$ cat config.mk
export PLATFORM = sky130hd
export DESIGN_NAME = seq_divider
export DESIGN_NICKNAME = d
export VERILOG_FILES = /design/src/rtl/seq_divider.sv
export SDC_FILE = /design/constraint.sdc
export NUM_CORES = 1
export LEC_CHECK = 0
export BUFFER_PORTS_ARGS = -buffer_cell sky130_fd_sc_hd__buf_2
export CORE_MARGIN = 5
export CORE_UTILIZATION = 62
export CTS_BUF_LIST = sky130_fd_sc_hd__clkbuf_16
export DETAILED_ROUTE_END_ITERATION = 8
export PLACE_DENSITY = 0.93
export RECOVER_POWER = 25
export SKIP_CTS_REPAIR_TIMING = 1
export SYNTH_ARGS = -nofsm -noshare
export SYNTH_HDL_FRONTEND = slang
export SYNTH_SLANG_ARGS = --single-unit
export TNS_END_PERCENT = 20
$ cat constraint.sdc
create_clock -name clk -period 6.15 [get_ports clk]
set_clock_uncertainty 0.1 [all_clocks]
set_input_delay 0.3075 -clock clk [delete_from_list [all_inputs] [get_ports clk]]
set_output_delay 0.3075 -clock clk [all_outputs]
set_load 0.01 [all_outputs]
$ cat src/rtl/seq_divider.sv
// seq_divider: radix-2 restoring unsigned divider, one quotient bit per clock.
module seq_divider #(
  parameter int WIDTH = 32
) (
  input  logic             clk,
  input  logic             rst,
  input  logic             start,
  input  logic [WIDTH-1:0] dividend,
  input  logic [WIDTH-1:0] divisor,
  output logic             busy,
  output logic             done,
  output logic [WIDTH-1:0] quotient,
  output logic [WIDTH-1:0] remainder,
  output logic             div_by_zero
);
  localparam int CW = $clog2(WIDTH + 1);
  typedef enum logic [1:0] {IDLE, RUN, DONE} state_t;
  state_t state, state_n;
  logic [WIDTH-1:0] p, a, d, pn;
  logic [WIDTH:0] pp;
  logic [CW-1:0] cnt;
  logic ge, accept, last;
  assign busy = state == RUN;
  assign done = state == DONE;
  always_comb begin
    pp = {p, a[WIDTH-1]};
    ge = pp >= {1'b0, d};
    // when no subtraction happens pp < d, so its top bit is already zero
    pn = ge ? WIDTH'(pp - {1'b0, d}) : pp[WIDTH-1:0];
    accept = start && state != RUN;
    last = cnt == CW'(WIDTH - 1);
    state_n = state;
    if (accept) state_n = divisor == '0 ? DONE : RUN;
    else if (state == DONE) state_n = IDLE;
    else if (state == RUN && last) state_n = DONE;
  end
  always_ff @(posedge clk) begin
    if (rst) begin
      state <= IDLE;
      p <= '0;
      a <= '0;
      d <= '0;
      cnt <= '0;
      quotient <= '0;
      remainder <= '0;
      div_by_zero <= 1'b0;
    end else begin
      state <= state_n;
      if (accept) begin
        p <= '0;
        a <= dividend;
        d <= divisor;
        cnt <= '0;
        if (divisor == '0) begin
          quotient <= '1;
          remainder <= dividend;
          div_by_zero <= 1'b1;
        end
      end else if (state == RUN) begin
        p <= pn;
        a <= {a[WIDTH-2:0], ge};
        cnt <= cnt + 1'b1;
        if (last) begin
          quotient <= {a[WIDTH-2:0], ge};
          remainder <= pn;
          div_by_zero <= 1'b0;
        end
      end
    end
  end
endmodule

# [Word-level counts from Yosys, hierarchy flattened]
# Index checks and enable logic that the tools add are counted.
[op_classes] eq_ne=5 n_mux=19 reduce_logical=8 addsub=2 magnitude_cmp=1
[op_table] op="2-to-1 mux 32 bit" count=11
[op_table] op=">= comparator 33 x 32 -> 1 bit" count=1
[op_table] op="logical NOT 32 bit" count=1
[op_table] op="subtractor 32 bit" count=1
[op_table] op="2-to-1 mux 2 bit" count=4
[op_table] op="adder 6 x 1 -> 6 bit, second input constant" count=1
[op_table] op="equality test 6 x 5 -> 1 bit, second input constant" count=1
[op_table] op="2-to-1 mux 1 bit" count=4
[op_table] op="!= test 2 x 1 -> 1 bit, second input constant" count=2
[op_table] op="nonzero test 2 bit" count=2
[op_table] op="AND reduction 3 bit" count=1
[op_table] op="nonzero test 3 bit" count=1
[op_table] op="equality test 2 x 1 -> 1 bit, second input constant" count=1
[op_table] op="equality test 2 bit, second input constant" count=1
[op_table] op="logical AND 1 bit" count=2
[op_table] op="OR reduction 2 bit" count=1
[word_totals] input_bits=67 out_inout_bits=67 register_bits=169 wordCells=43

# [Depth between registers and ports, before layout]
[depth] depth_word=5 mapped_depth=13 depth_no_buf=11

# [Least setup slack after synthesis]
# OpenSTA, ideal clock, no wires.
[synth_timing] path_kind="reg2reg" from="reg d[18]" to="reg remainder[25]" n_path_buf=2 path_stages_with_launch=13 path_slack_ns=3.470 required_time_ns=5.922 arrival_ns=2.452 synth_period_minus_slack_ns=2.680 setup_ns=0.128 cell_sequence="dfxtp_1 > inv_1 > ha_1 > buf_6 > and3_4 > nand4_2 > o21ba_1 > or3_4 > o21a_1 > buf_6 > or3_1 > a31oi_1 > nor2_1"
[synth_via] elab_chain_cells=5 word_cells_on_any_way=6 classes_between="1 x add/sub; 1 x order compare; 4 x mux"
[synth_lines] element="from (decl)" line="19" text="logic [WIDTH-1:0] p, a, d, pn;"
[synth_lines] element="from (signal assigned)" line="52" text="d <= divisor;"
[synth_lines] element="subtractor 32 bit / >= comparator 33 x 32 -> 1 bit (equally long branches)" line="29, 27"
[synth_lines] element="2-to-1 mux 32 bit (*)" line="29" text="pn = ge ? WIDTH'(pp - {1'b0, d}) : pp[WIDTH-1:0];"
[synth_lines] element="2-to-1 mux 32 bit (*)" line="63" text="if (last) begin"
[synth_lines] element="2-to-1 mux 32 bit (*)" line="59" text="end else if (state == RUN) begin"
[synth_lines] element="2-to-1 mux 32 bit (*)" line="49" text="if (accept) begin"
[synth_lines] element="to (signal assigned)" line="56" text="remainder <= dividend;"
[synth_lines] element="to (signal assigned)" line="65" text="remainder <= pn;"
[synth_lines] element="to (decl)" line="13" text="output logic [WIDTH-1:0] remainder,"
# Mark *: on every way between the ends. The rest lies on a longest branch, timed or not. The select of a mux whose other input is x is not followed.
# A chain may end at the register's enable or synchronous reset.

# [Worst setup path after layout]
[layout_timing] from="reg state[1]" to="reg remainder[26]"
[layout_via] elab_chain_cells=4 word_cells_on_any_way=8 classes_between="3 x eq/ne; 1 x mux; 4 x reduce/logical"
[layout_lines] element="from (decl)" line="18" text="state_t state, state_n;"
[layout_lines] element="from (signal assigned)" line="48" text="state <= state_n;"
[layout_lines] element="!= test 2 x 1 -> 1 bit" line="30" text="accept = start && state != RUN;"
[layout_lines] element="logical AND 1 bit" line="30"
[layout_lines] element="!= test 2 x 1 -> 1 bit (no source line) / nonzero test 2 bit (equally long branches)"
[layout_lines] element="AND reduction 3 bit (no source line)"
# Parallel ways exist; a longest one is shown, timed or not.

==> impl_metrics.prom <==
# TYPE chip_impl_metric gauge
chip_impl_metric{name="postLayoutSetupSlackWorst",unit="ps"} 2350
chip_impl_metric{name="ant_nets",unit=""} 0
chip_impl_metric{name="placement.setup.worst_slack",unit="ps"} 2460
chip_impl_info{name="hp-class",value="in -> reg"} 1
chip_impl_info{name="cts.root.buffer_cell",value="sky130_fd_sc_hd__clkbuf_16"} 1
chip_impl_metric{name="synthesis.nets",unit=""} 1292
chip_impl_metric{name="antenna_violations_before_repair",unit=""} 0
chip_impl_metric{name="post_synth_and_or_nand_nor_area_fraction",unit="%"} 22.6
chip_impl_metric{name="syn_inst",unit=""} 1191
chip_impl_metric{name="io_buffers",unit=""} 133
chip_impl_metric{name="achievable-frequency",unit="MHz"} 263
chip_impl_metric{name="critical_path.max_fanout",unit=""} 50
chip_impl_metric{name="p_per_area",unit="nW/um^2"} 300
chip_impl_metric{name="crit_arrival",unit="ps"} 3980
chip_impl_metric{name="die_height",unit="microns"} 133
chip_impl_metric{name="min_period_over_period",unit="%"} 61.8
chip_impl_metric{name="synth_sequential_area_ratio",unit="%"} 36.3
chip_impl_metric{name="setup_tns",unit="ps"} 0
chip_impl_info{name="timing.critical_path.from_type",value="flop"} 1
chip_impl_metric{name="number_of_clock_buffers_inserted_by_tritoncts",unit=""} 17
chip_impl_metric{name="final_area",unit="sq um"} 10400
chip_impl_metric{name="gr-usage-all-layers",unit="%"} 30.2
chip_impl_metric{name="placed_cells_incl_taps",unit=""} 1428
chip_impl_metric{name="ys_async_sr_fraction",unit="%"} 0
chip_impl_metric{name="placed_cell_area",unit="sq um"} 9920
chip_impl_metric{name="fillers",unit=""} 1150
chip_impl_info{name="post-synth-top-area-cell",value="sky130_fd_sc_hd__dfxtp_1"} 1
chip_impl_metric{name="slew_viol_final",unit=""} 0
chip_impl_info{name="unrepaired_setup_endpoints_after_global_routing",value="false"} 1
chip_impl_metric{name="final-setup-viol-count",unit=""} 0
chip_impl_metric{name="hpwlAfterDp",unit="microns"} 18800
chip_impl_metric{name="clk_transition_reported_paths",unit="ps"} 70
chip_impl_info{name="post_synth_main_area_contributors",value="sky130_fd_sc_hd__dfxtp_1, sky130_fd_sc_hd__a21oi_1, sky130_fd_sc_hd__nand2_1"} 1
chip_impl_metric{name="grt_max_degree",unit=""} 91
chip_impl_metric{name="synth_adder_area_share",unit="%"} 4.65
chip_impl_metric{name="finalPower",unit="mW"} 3.13
chip_impl_metric{name="peakVddDrop",unit="V"} 0.000220
chip_impl_metric{name="postSynthRegisterBits",unit=""} 169
chip_impl_metric{name="synth_area",unit="sq um"} 9320
chip_impl_metric{name="fp.dieArea",unit="sq um"} 17600
chip_impl_metric{name="synth_warnings",unit=""} 0
chip_impl_metric{name="post_layout_nonfiller_instances",unit=""} 1460
chip_impl_metric{name="cts-htree-levels",unit=""} 4
chip_impl_metric{name="synth-edff-count",unit=""} 0
chip_impl_metric{name="global_route_wire_length_before_repair",unit="microns"} 44000
chip_impl_metric{name="leakage",unit="nW"} 4.29
chip_impl_metric{name="diodes",unit=""} 0
chip_impl_info{name="largest_family_of_logic_cells_by_synthesized_area",value="compound AO/OA/AOI/OAI gates"} 1
chip_impl_metric{name="syn_to_layout_area_delta",unit="%"} 12.0
chip_impl_metric{name="coreArea",unit="sq um"} 14600
chip_impl_metric{name="routabilityCongestion",unit=""} 0.975
chip_impl_metric{name="grt-ovfl-total",unit=""} 0
chip_impl_metric{name="post_synth_mux_area_share",unit="%"} 4.19
chip_impl_info{name="cts_tree",value="yes"} 1
chip_impl_metric{name="timing.critical_path.required",unit="ps"} 6330
chip_impl_info{name="run_status",value="finished, final reports clean"} 1
chip_impl_metric{name="ctsLongestPathBuffers",unit=""} 2
chip_impl_metric{name="max-slew-margin-rel",unit="%"} 21.4
chip_impl_metric{name="holdWs",unit="ps"} 16.9
chip_impl_metric{name="syn_avg_cell_area",unit="sq um"} 7.82
chip_impl_metric{name="synth-compound-area-share",unit="%"} 24.4
chip_impl_metric{name="post_synth_xor_area_fraction",unit="%"} 1.79
chip_impl_metric{name="drcViolationCount",unit=""} 0
chip_impl_metric{name="synthDistinctLibCells",unit=""} 77
chip_impl_info{name="final_common_cell",value="sky130_fd_sc_hd__dfxtp_1"} 1
chip_impl_metric{name="finalHoldViolCount",unit=""} 0
chip_impl_metric{name="num_io_pins",unit=""} 134
chip_impl_metric{name="cap_violations",unit=""} 0
chip_impl_info{name="crit_path_category",value="reg -> reg"} 1
chip_impl_metric{name="drive_above_1_share",unit="%"} 11.2
chip_impl_metric{name="cts_sinks",unit=""} 169
chip_impl_info{name="postSynth.topFlopCell",value="sky130_fd_sc_hd__dfxtp_1"} 1
chip_impl_metric{name="worstMarginPinSlew",unit="ps"} 1180
chip_impl_metric{name="combined_flip_flop_and_latch_cell_area",unit="sq um"} 3380
chip_impl_metric{name="first_global_vias",unit=""} 8502
chip_impl_metric{name="vias_per_cell",unit=""} 6.46
chip_impl_metric{name="synthDominantCellAreaShare",unit="%"} 36.3
chip_impl_metric{name="drt-pass1-iter-count",unit=""} 6
chip_impl_metric{name="period_needed",unit="ps"} 3800
chip_impl_metric{name="via_count",unit=""} 9428
chip_impl_info{name="layout.cells.most_common_list",value="sky130_fd_sc_hd__dfxtp_1, sky130_fd_sc_hd__a21oi_1, sky130_fd_sc_hd__nand2_1, sky130_fd_sc_hd__nor2_1, sky130_fd_sc_hd__nor3_1"} 1
chip_impl_metric{name="finish.utilization",unit="%"} 71.2
chip_impl_metric{name="net_count_reported_at_finish",unit=""} 1364
chip_impl_metric{name="rows",unit=""} 44
chip_impl_metric{name="drt-wirelength-per-cell",unit="microns"} 18.8
chip_impl_metric{name="die_w",unit="microns"} 133
chip_impl_metric{name="insertion_delay",unit="ps"} 440
chip_impl_metric{name="start_util",unit="%"} 63.6
chip_impl_metric{name="multi_input_comb_area",unit="sq um"} 5400
chip_impl_metric{name="initialDrtViolationCount",unit=""} 1137
chip_impl_metric{name="wirelength",unit="microns"} 27400
chip_impl_info{name="endpoint_kind",value="flop"} 1
[sequential cells by signal, indices dropped and copies added (netlist names)]
register,cells
remainder,32
state,2
p,32
div_by_zero,1
a,32
d,32
cnt,6
quotient,32
[final timing paths]
| kind | start | cells after the start | slack [ps] | to |
|---|---|---|---|---|
| max reg2reg | state[1] | 11 | 2350 | remainder[26] |
| min | divisor[20] | 3 | 20 | d[20] |
| max | state[1] | 11 | 2350 | remainder[26] |
| min reg2reg | d[18] | 2 | 350 | d[18] |
[routing by layer]
layer | track usage (%) | vias to the layer above | share of wire (%)
li1 | - | 4439 | -
met1 | 41.8 | 4321 | 42
met2 | 46.1 | 578 | 44
met3 | 8.01 | 90 | 11
met4 | 9.30 | 0 | 2.6
met5 | 0 | - | 0
[final cells by class]
type                    count  share of cell area [%]
clock buffers              17                    4.08
well taps                 184                    2.21
flip-flops and latches    169                    32.4
clock inverters            15                    1.51
inverters                  45                    1.62
multi-input cells         887                    51.7
repair buffers            143                    6.42
[synthesized netlist by cell type (3+ instances only)]
cell type                  number
sky130_fd_sc_hd__mux2i_1       39
sky130_fd_sc_hd__o21a_1         3
sky130_fd_sc_hd__o22ai_1        3
sky130_fd_sc_hd__nand4_1       11
sky130_fd_sc_hd__o21ai_1        8
sky130_fd_sc_hd__dfxtp_1      169
sky130_fd_sc_hd__nand3_1       22
sky130_fd_sc_hd__or3_1         15
sky130_fd_sc_hd__xnor2_1       11
sky130_fd_sc_hd__o32ai_1        4
sky130_fd_sc_hd__nor2b_1        5
sky130_fd_sc_hd__a21o_1        16
sky130_fd_sc_hd__o21bai_1       4
sky130_fd_sc_hd__buf_6          4
sky130_fd_sc_hd__buf_2          9
sky130_fd_sc_hd__a21oi_1      137
sky130_fd_sc_hd__a211o_1        4
sky130_fd_sc_hd__o21ai_0       42
sky130_fd_sc_hd__a21boi_0       3
sky130_fd_sc_hd__a211oi_1      51
sky130_fd_sc_hd__a41oi_1        4
sky130_fd_sc_hd__clkbuf_1      71
sky130_fd_sc_hd__nor2_1       112
sky130_fd_sc_hd__and3_1        26
sky130_fd_sc_hd__o31ai_1        3
sky130_fd_sc_hd__a311oi_1       3
sky130_fd_sc_hd__nor4_1        10
sky130_fd_sc_hd__o211ai_1      24
sky130_fd_sc_hd__nand2_1      133
sky130_fd_sc_hd__a31oi_1       13
sky130_fd_sc_hd__xor2_1         8
sky130_fd_sc_hd__nand3b_1       4
sky130_fd_sc_hd__ha_1          33
sky130_fd_sc_hd__buf_1          4
sky130_fd_sc_hd__inv_1         44
sky130_fd_sc_hd__nor3_1        79
sky130_fd_sc_hd__and2_1         5
sky130_fd_sc_hd__nand2b_1       6
[where the power goes]
group	leakage, nW	switching (mW)	total, mW	internal [mW]
registers	1.38	0.0450	1.19	1.14
logic	2.63	0.555	0.862	0.307
clock network	0.282	0.502	1.08	0.575
[critical path: stages, from the launching register on]
cell	delay, ps
sky130_fd_sc_hd__dfxtp_1	400
sky130_fd_sc_hd__nand2b_2	180
sky130_fd_sc_hd__inv_1	50
sky130_fd_sc_hd__buf_4	280
sky130_fd_sc_hd__and4_1	310
sky130_fd_sc_hd__nand3b_1	90
sky130_fd_sc_hd__buf_4	400
sky130_fd_sc_hd__nand2b_1	710
sky130_fd_sc_hd__o21ai_0	600
sky130_fd_sc_hd__o31ai_1	140
sky130_fd_sc_hd__a31oi_1	250
sky130_fd_sc_hd__a211oi_1	90
[cell families after synthesis]
family,Yosys count
AOI/OAI and AO/OA,349
xor gates and xnor gates,19
adders and majority gates,34
buffers and inverters,135
DFF,169
muxes,39
and+or+nand+nor,446
(Power assumes the default switching activity.)
